`src/rtl/sirv_gnrl_apb2icb_if.sv`:
```
`default_nettype none
// ============================================================================
// Module      : sirv_gnrl_apb2icb_if
// Description : APB responder and ICB initiator signal bundle for the
//               APB-to-ICB bridge.
// Revision    : 1.0 - initial release
// ============================================================================
interface sirv_gnrl_apb2icb_if #(
   parameter int AW = 32,
   parameter int DW = 32
);
   logic            apb_pselx;
   logic            apb_penable;
   logic            apb_pwrite;
   logic [AW-1:0]   apb_paddr;
   logic [DW-1:0]   apb_pwdata;
   logic [DW-1:0]   apb_prdata;
   logic            apb_pready;
   logic            apb_pslverr;

   logic            o_icb_cmd_valid;
   logic            o_icb_cmd_ready;
   logic [AW-1:0]   o_icb_cmd_addr;
   logic            o_icb_cmd_read;
   logic [DW-1:0]   o_icb_cmd_wdata;
   logic [DW/8-1:0] o_icb_cmd_wmask;
   logic [1:0]      o_icb_cmd_size;
   logic            o_icb_rsp_valid;
   logic            o_icb_rsp_ready;
   logic [DW-1:0]   o_icb_rsp_rdata;
   logic            o_icb_rsp_err;

   // Bridge view: APB responder on one side, ICB initiator on the other
   modport slave (
      input  apb_pselx, apb_penable, apb_pwrite, apb_paddr, apb_pwdata,
      output apb_prdata, apb_pready, apb_pslverr,
      output o_icb_cmd_valid, o_icb_cmd_addr, o_icb_cmd_read,
      output o_icb_cmd_wdata, o_icb_cmd_wmask, o_icb_cmd_size,
      input  o_icb_cmd_ready,
      input  o_icb_rsp_valid, o_icb_rsp_rdata, o_icb_rsp_err,
      output o_icb_rsp_ready
   );

   // Environment view: APB master plus ICB responder
   modport master (
      output apb_pselx, apb_penable, apb_pwrite, apb_paddr, apb_pwdata,
      input  apb_prdata, apb_pready, apb_pslverr,
      input  o_icb_cmd_valid, o_icb_cmd_addr, o_icb_cmd_read,
      input  o_icb_cmd_wdata, o_icb_cmd_wmask, o_icb_cmd_size,
      output o_icb_cmd_ready,
      output o_icb_rsp_valid, o_icb_rsp_rdata, o_icb_rsp_err,
      input  o_icb_rsp_ready
   );
endinterface
`default_nettype wire

```
`src/rtl/sirv_gnrl_apb2icb.sv`:
```
`default_nettype none
// ============================================================================
// Module      : sirv_gnrl_apb2icb
// Description : Replays each single APB transfer as one ICB command/response
//               pair, stretching the APB access phase until the response.
// Revision    : 1.0 - initial release
// ============================================================================
module sirv_gnrl_apb2icb #(
   parameter int AW = 32,
   parameter int DW = 32
) (
   input  logic                 clk,
   input  logic                 rst_n,
   sirv_gnrl_apb2icb_if.slave   bus
);

   localparam logic [1:0] c_size_word = 2'b10;

   typedef enum logic [1:0] {
      IDLE = 2'd0,
      CMD  = 2'd1,
      RSP  = 2'd2,
      DONE = 2'd3
   } state_t;

   state_t            r_state;
   state_t            w_state_nxt;

   logic [AW-1:0]     r_addr;
   logic              r_read;
   logic [DW-1:0]     r_wdata;
   logic [DW/8-1:0]   r_wmask;
   logic [DW-1:0]     r_prdata;
   logic              r_err;

   logic              w_capture;
   logic              w_rsp_hs;
   logic              w_cmd_valid;
   logic              w_rsp_ready;
   logic              w_pready;

   always_ff @(posedge clk or negedge rst_n) begin
      if (!rst_n) begin
         r_state <= IDLE;
      end else begin
         r_state <= w_state_nxt;
      end
   end

   // Outputs decode from the state register only; handshake inputs never
   // reach an output combinationally.
   always_comb begin
      w_state_nxt = r_state;
      w_capture   = 1'b0;
      w_rsp_hs    = 1'b0;
      w_cmd_valid = 1'b0;
      w_rsp_ready = 1'b0;
      w_pready    = 1'b0;
      case (r_state)
         IDLE: begin
            if (bus.apb_pselx && !bus.apb_penable) begin
               w_capture   = 1'b1;
               w_state_nxt = CMD;
            end
         end
         CMD: begin
            w_cmd_valid = 1'b1;
            if (bus.o_icb_cmd_ready) begin
               w_state_nxt = RSP;
            end
         end
         RSP: begin
            w_rsp_ready = 1'b1;
            if (bus.o_icb_rsp_valid) begin
               w_rsp_hs    = 1'b1;
               w_state_nxt = DONE;
            end
         end
         DONE: begin
            w_pready    = 1'b1;
            w_state_nxt = IDLE;
         end
         default: begin
            w_state_nxt = IDLE;
         end
      endcase
   end

   always_ff @(posedge clk or negedge rst_n) begin
      if (!rst_n) begin
         r_addr   <= '0;
         r_read   <= 1'b0;
         r_wdata  <= '0;
         r_wmask  <= '0;
         r_prdata <= '0;
         r_err    <= 1'b0;
      end else begin
         if (w_capture) begin
            r_addr  <= bus.apb_paddr;
            r_read  <= ~bus.apb_pwrite;
            r_wdata <= bus.apb_pwdata;
            r_wmask <= {(DW/8){bus.apb_pwrite}};
         end
         if (w_rsp_hs) begin
            r_err <= bus.o_icb_rsp_err;
            // Read data is kept across writes so the APB side sees the last read
            if (r_read) begin
               r_prdata <= bus.o_icb_rsp_rdata;
            end
         end
      end
   end

   assign bus.o_icb_cmd_valid = w_cmd_valid;
   assign bus.o_icb_cmd_addr  = r_addr;
   assign bus.o_icb_cmd_read  = r_read;
   assign bus.o_icb_cmd_wdata = r_wdata;
   assign bus.o_icb_cmd_wmask = r_wmask;
   assign bus.o_icb_cmd_size  = c_size_word;
   assign bus.o_icb_rsp_ready = w_rsp_ready;

   assign bus.apb_prdata      = r_prdata;
   assign bus.apb_pready      = w_pready;
   assign bus.apb_pslverr     = w_pready & r_err;

endmodule
`default_nettype wire

```
`src/flat_wrapper.sv`:
```
// flat-port wrapper written by rule: the top's interface ports become plain ports
module sirv_gnrl_apb2icb_flat 
#(
   parameter int AW = 32,
   parameter int DW = 32
)
  (clk, rst_n, bus_apb_pselx, bus_apb_penable, bus_apb_pwrite, bus_apb_paddr, bus_apb_pwdata, bus_apb_prdata, bus_apb_pready, bus_apb_pslverr, bus_o_icb_cmd_valid, bus_o_icb_cmd_addr, bus_o_icb_cmd_read, bus_o_icb_cmd_wdata, bus_o_icb_cmd_wmask, bus_o_icb_cmd_size, bus_o_icb_cmd_ready, bus_o_icb_rsp_valid, bus_o_icb_rsp_rdata, bus_o_icb_rsp_err, bus_o_icb_rsp_ready);
  sirv_gnrl_apb2icb_if #(.AW(AW), .DW(DW)) bus_i ();
  input  logic clk;
  input  logic rst_n;
  input wire logic [$bits(bus_i.apb_pselx)-1:0] bus_apb_pselx;
  input wire logic [$bits(bus_i.apb_penable)-1:0] bus_apb_penable;
  input wire logic [$bits(bus_i.apb_pwrite)-1:0] bus_apb_pwrite;
  input wire logic [$bits(bus_i.apb_paddr)-1:0] bus_apb_paddr;
  input wire logic [$bits(bus_i.apb_pwdata)-1:0] bus_apb_pwdata;
  output wire logic [$bits(bus_i.apb_prdata)-1:0] bus_apb_prdata;
  output wire logic [$bits(bus_i.apb_pready)-1:0] bus_apb_pready;
  output wire logic [$bits(bus_i.apb_pslverr)-1:0] bus_apb_pslverr;
  output wire logic [$bits(bus_i.o_icb_cmd_valid)-1:0] bus_o_icb_cmd_valid;
  output wire logic [$bits(bus_i.o_icb_cmd_addr)-1:0] bus_o_icb_cmd_addr;
  output wire logic [$bits(bus_i.o_icb_cmd_read)-1:0] bus_o_icb_cmd_read;
  output wire logic [$bits(bus_i.o_icb_cmd_wdata)-1:0] bus_o_icb_cmd_wdata;
  output wire logic [$bits(bus_i.o_icb_cmd_wmask)-1:0] bus_o_icb_cmd_wmask;
  output wire logic [$bits(bus_i.o_icb_cmd_size)-1:0] bus_o_icb_cmd_size;
  input wire logic [$bits(bus_i.o_icb_cmd_ready)-1:0] bus_o_icb_cmd_ready;
  input wire logic [$bits(bus_i.o_icb_rsp_valid)-1:0] bus_o_icb_rsp_valid;
  input wire logic [$bits(bus_i.o_icb_rsp_rdata)-1:0] bus_o_icb_rsp_rdata;
  input wire logic [$bits(bus_i.o_icb_rsp_err)-1:0] bus_o_icb_rsp_err;
  output wire logic [$bits(bus_i.o_icb_rsp_ready)-1:0] bus_o_icb_rsp_ready;
  assign bus_i.apb_pselx = bus_apb_pselx;
  assign bus_i.apb_penable = bus_apb_penable;
  assign bus_i.apb_pwrite = bus_apb_pwrite;
  assign bus_i.apb_paddr = bus_apb_paddr;
  assign bus_i.apb_pwdata = bus_apb_pwdata;
  assign bus_apb_prdata = bus_i.apb_prdata;
  assign bus_apb_pready = bus_i.apb_pready;
  assign bus_apb_pslverr = bus_i.apb_pslverr;
  assign bus_o_icb_cmd_valid = bus_i.o_icb_cmd_valid;
  assign bus_o_icb_cmd_addr = bus_i.o_icb_cmd_addr;
  assign bus_o_icb_cmd_read = bus_i.o_icb_cmd_read;
  assign bus_o_icb_cmd_wdata = bus_i.o_icb_cmd_wdata;
  assign bus_o_icb_cmd_wmask = bus_i.o_icb_cmd_wmask;
  assign bus_o_icb_cmd_size = bus_i.o_icb_cmd_size;
  assign bus_i.o_icb_cmd_ready = bus_o_icb_cmd_ready;
  assign bus_i.o_icb_rsp_valid = bus_o_icb_rsp_valid;
  assign bus_i.o_icb_rsp_rdata = bus_o_icb_rsp_rdata;
  assign bus_i.o_icb_rsp_err = bus_o_icb_rsp_err;
  assign bus_o_icb_rsp_ready = bus_i.o_icb_rsp_ready;
  sirv_gnrl_apb2icb #(.AW(AW), .DW(DW)) u_core (.clk(clk), .rst_n(rst_n), .bus(bus_i));
endmodule
```
`config.mk`:
```
export PLATFORM = sky130hd
export DESIGN_NAME = sirv_gnrl_apb2icb_flat
export DESIGN_NICKNAME = d
export VERILOG_FILES = /design/src/rtl/sirv_gnrl_apb2icb_if.sv /design/src/rtl/sirv_gnrl_apb2icb.sv /design/src/flat_wrapper.sv
export SDC_FILE = /design/constraint.sdc
export NUM_CORES = 1
export LEC_CHECK = 0
export BUFFER_PORTS_ARGS = -buffer_cell sky130_fd_sc_hd__buf_2
export CAP_MARGIN = 40
export CORE_MARGIN = 5
export CORE_UTILIZATION = 44
export CTS_CLUSTER_DIAMETER = 200
export CTS_CLUSTER_SIZE = 14
export DETAILED_ROUTE_END_ITERATION = 8
export MAX_ROUTING_LAYER = met4
export PLACE_DENSITY = 0.79
export SLEW_MARGIN = 20
export SYNTH_ARGS = -nofsm -noshare
export SYNTH_HDL_FRONTEND = slang
export SYNTH_SLANG_ARGS = --single-unit
```
`constraint.sdc`:
```
create_clock -name clk -period 1.9 [get_ports clk]
set_input_delay 0.38 -clock clk [delete_from_list [all_inputs] [get_ports clk]]
set_output_delay 0.38 -clock clk [all_outputs]
set_load 0.05 [all_outputs]
```
==> results.md <==
Routing:
- Before antenna repair, the detailed router went through 4 iterations.
- The number of design rule violations left after detail routing is 0.
- The number of antenna-violating nets in the routed design is 0.
- After the first detailed-routing iteration, the DRC count stood at just over 50.
- The average via count per standard cell is 4.696.
- The via total after detailed routing is between 2000 and 3000.
- After detailed routing, the average wire length per cell comes to about 16 µm.
- The total wirelength of the detailed-routed design is between 8000 and 9000 µm.

Clocking:
- The TritonCTS clock tree is done.
- The maximum level of the CTS H-tree is 3.
- The clock sink total is 101.
- CTS placed an instance of sky130_fd_sc_hd__clkbuf_8 at the clock tree root.
- In this run, CTS created clock tree buffers numbering 9.
- The post-CTS repair timing setup buffer count is 0.
- The deepest clock path buffer count is 2.
- Clock latency on the worst-skew pair, taken at its later pin, is between 0.3 and 0.4 ns.
- After clock tree synthesis, the clock-pin slew on the worst setup and hold paths is ~0.10 ns.

Synth:
- The register bit count reported by yosys is a little over 100.
- The average instance in the mapped netlist occupies around 17 µm².
- Yosys mapped a number of flops with a built-in enable equal to 0.
- Among all flip-flop cells after synthesis, the most frequent one is sky130_fd_sc_hd__dfrtp_1.
- After technology mapping, the gate count stands at between 200 and 250.
- The number of nets produced by synthesis is ~350.
- The async set or reset register ratio after synthesis is 1.000.
- In this run, distinct cell masters in the synthesized netlist total 17.
- The share of the Yosys chip area taken by registers is 0.6470.
- After synthesis, the most frequently instantiated cells are sky130_fd_sc_hd__dfrtp_1 (101), sky130_fd_sc_hd__mux2_2 (98), sky130_fd_sc_hd__buf_2 (6).
- The number of synthesis warnings is 0.
- In the post-synthesis netlist, the biggest area contributors are sky130_fd_sc_hd__dfrtp_1 (65%), sky130_fd_sc_hd__mux2_2 (28%), sky130_fd_sc_hd__ha_1 (1.6%), sky130_fd_sc_hd__buf_6 (1.2%), sky130_fd_sc_hd__buf_4 (0.96%).
- Among all cell types in the netlist, the one instantiated most often is sky130_fd_sc_hd__dfrtp_1.
- Summing every instance area after synthesis gives between 3000 and 4000 µm².
- Of the post-synthesis cell area, the dominant cell type holds 0.6470.
- The library cell occupying the most area in the post-synthesis netlist is sky130_fd_sc_hd__dfrtp_1.

Placed design:
- Before CTS, the worst setup slack after placement is 0.2090 ns.
- The sum of net half-perimeters after detailed placement is 7053 µm.
- The port buffer count is about 210.
- The placer's final routability congestion estimate is 0.7467.

Cells and area:
- The final design utilization is 0.6091.
- Relative to the synthesized area, the layout overhead comes to 35.33%.
- After the last flow step, the layout net total stands at between 500 and 600.
- The share of post-route cells with drive strength above 1 is 0.7257.
- 0 antenna diodes ended up in the layout.

Floorplanning:
- The die is between 100 and 150 µm wide.
- For this configuration, the core starts out at a cell density of 0.4501.
- Row generation in the floorplan step produced 34 rows.
- The number of top-level design ports is ~210.
- The die boundary height is 104.2 µm.
- The die covers 10860 µm².
- The core region is around 8700 µm².

Global route:
- The number of antenna violations at the first check in global routing is 0.
- Entering global routing, the biggest net connects 54 pins.
- The global-route wire length before repair is approximately 15000 µm.
- The global-route total usage across every layer is 0.1685.
- The number of global-route vias before repair was about 3000.
- Summed over all layers, the global routing overflow is 0.

Setup path:
- The origin of the critical flop-to-flop path is u_core.r_state[0].
- The worst setup path is launched from a flop.
- The largest individual stage delay along the critical path comes from the cell sky130_fd_sc_hd__dfrtp_1.
- The kind of end point of the critical path is a primary output.
- Walking the worst path, the cells encountered are inv_1 > ha_1 > clkbuf_4.
- The critical path required time is between 1.5 and 2 ns.
- On the worst path, the slowest cell contributes a delay of about 0.42 ns.
- The path type of the worst setup path is reg -> out.
- The critical path data arrival time is 1.43 ns.
- The launching element of the worst setup path is u_core.r_state[0].
- The maximum net fanout on the critical path is 5.

Job:
- Max-cap violations in this run came to 0.

STA:
- The post-route setup TNS is 0 ns.
- The final critical-path setup slack is roughly 0.093 ns.
- Setup repair after global routing left no endpoint under its margin.
- The number of hold-slack violations in the final timing report is 0.
- The clock period minus worst slack is roughly 1.8 ns.
- Timing would allow up to approximately 550 MHz.
- Dividing the final minimum period by the clock period gives 0.9511.
- On the final layout, the worst clock skew is 0.01237 ns.
- The number of slew-limit violations in the final report is 0.
- The count of final setup violators is 0.

Status:
- The run finished with clean final reports.

Min path:
- The critical hold path startpoint is bus_apb_pwrite.
- In this run the worst hold path is classified as in -> reg.
==> path summary, 6_finish.rpt <==
| check | end | slack, ns | depth (start not counted) |
|---|---|---|---|
| max in group asynchronous | u_core.bus.o_icb_cmd_addr[24] | 0.80 | 3 |
| min reg2reg | u_core.bus.o_icb_cmd_addr[25] | 0.51 | 1 |
| max | bus_o_icb_rsp_ready | 0.09 | 3 |
| min | u_core.bus.o_icb_cmd_read | 0.22 | 2 |
| min in group asynchronous | u_core.bus.apb_prdata[19] | 0.50 | 2 |
| max reg2reg | u_core.r_state[1] | 0.19 | 4 |
==> cell type report <==
| type | count | area, µm² |
|---|---|---|
| fillers | 707 | 3392 |
| flip-flops and latches | 101 | 2527 |
| multi-input cells | 115 | 1247 |
| repair buffers | 215 | 1151 |
| clock buffers | 10 | 137.6 |
| well taps | 108 | 135.1 |
| clock inverters | 6 | 68.82 |
| inverters | 5 | 18.77 |
==> critical path, delay by kind of cell (launching register included) <==
| family | cells | cell delay, ns |
|---|---|---|
| DFF | 1 | 0.42 |
| buffers and inverters | 2 | 0.40 |
| adders and majority gates | 1 | 0.26 |
==> per-layer routing <==
metal	GRT usage	wire, µm
met1	0.2034	3616
met2	0.2755	4465
met3	0.04035	643
met4	0.06290	176
met5	-	0
==> registers in the layout (all words and copies together), names as in the netlist <==
name / cells
u_core.r_state: 2
u_core.bus.o_icb_cmd_read: 1
u_core.bus.o_icb_cmd_addr: 32
u_core.bus.apb_prdata: 32
u_core.bus.o_icb_cmd_wdata: 32
u_core.r_err: 1
u_core.bus.o_icb_cmd_wmask: 1
==> what timing repair did <==
| action | in CTS | in global routing |
|---|---|---|
| resized for setup | 0 | 1 |
| endpoints found under the hold margin | 25 | 0 |
| setup endpoints to repair | 0 | 1 |
| hold buffers | 1 | 0 |
==> cell usage in the layout, fill, tap and decap left out, types with 2 or more instances in the layout <==
master / netlist / final
sky130_fd_sc_hd__dfrtp_1: 101 / 101
sky130_fd_sc_hd__buf_4: 5 / 3
sky130_fd_sc_hd__inv_1: 5 / 5
sky130_fd_sc_hd__mux2_2: 98 / 98
sky130_fd_sc_hd__buf_12: 0 / 4
sky130_fd_sc_hd__clkbuf_8: 0 / 10
sky130_fd_sc_hd__mux2i_1: 2 / 2
sky130_fd_sc_hd__buf_2: 6 / 206
sky130_fd_sc_hd__conb_1: 2 / 2
sky130_fd_sc_hd__ha_1: 5 / 5
sky130_fd_sc_hd__inv_6: 0 / 3
==> metrics by stage <==
stage | cells | area (µm²) | hold slack (ns)
6_report | 560 | 5286 | 0.2164
5_1_grt | 560 | 5286 | 0.2164
4_1_cts | 560 | 5284 | 0.1946
3_5_place_dp | 543 | 5067 | 0.3286
3_3_place_gp | 543 | 5067 | 0.3187
2_1_floorplan | 236 | 3906 | 0.08441
==> cells by family after synthesis <==
| logic type | count (synthesis) | synth area share |
|---|---|---|
| simple gates | 6 | 0.008328 |
| fa+ha+maj | 5 | 0.01602 |
| flops | 101 | 0.6470 |
| other cells | 2 | 0.001923 |
| compound gates | 1 | 0.002563 |
| mux | 101 | 0.2905 |
| buf+inv | 20 | 0.03363 |
Power is left out: the tool's default activity adds up to more than one toggle a clock period on the data nets, which glitch-free logic cannot reach.
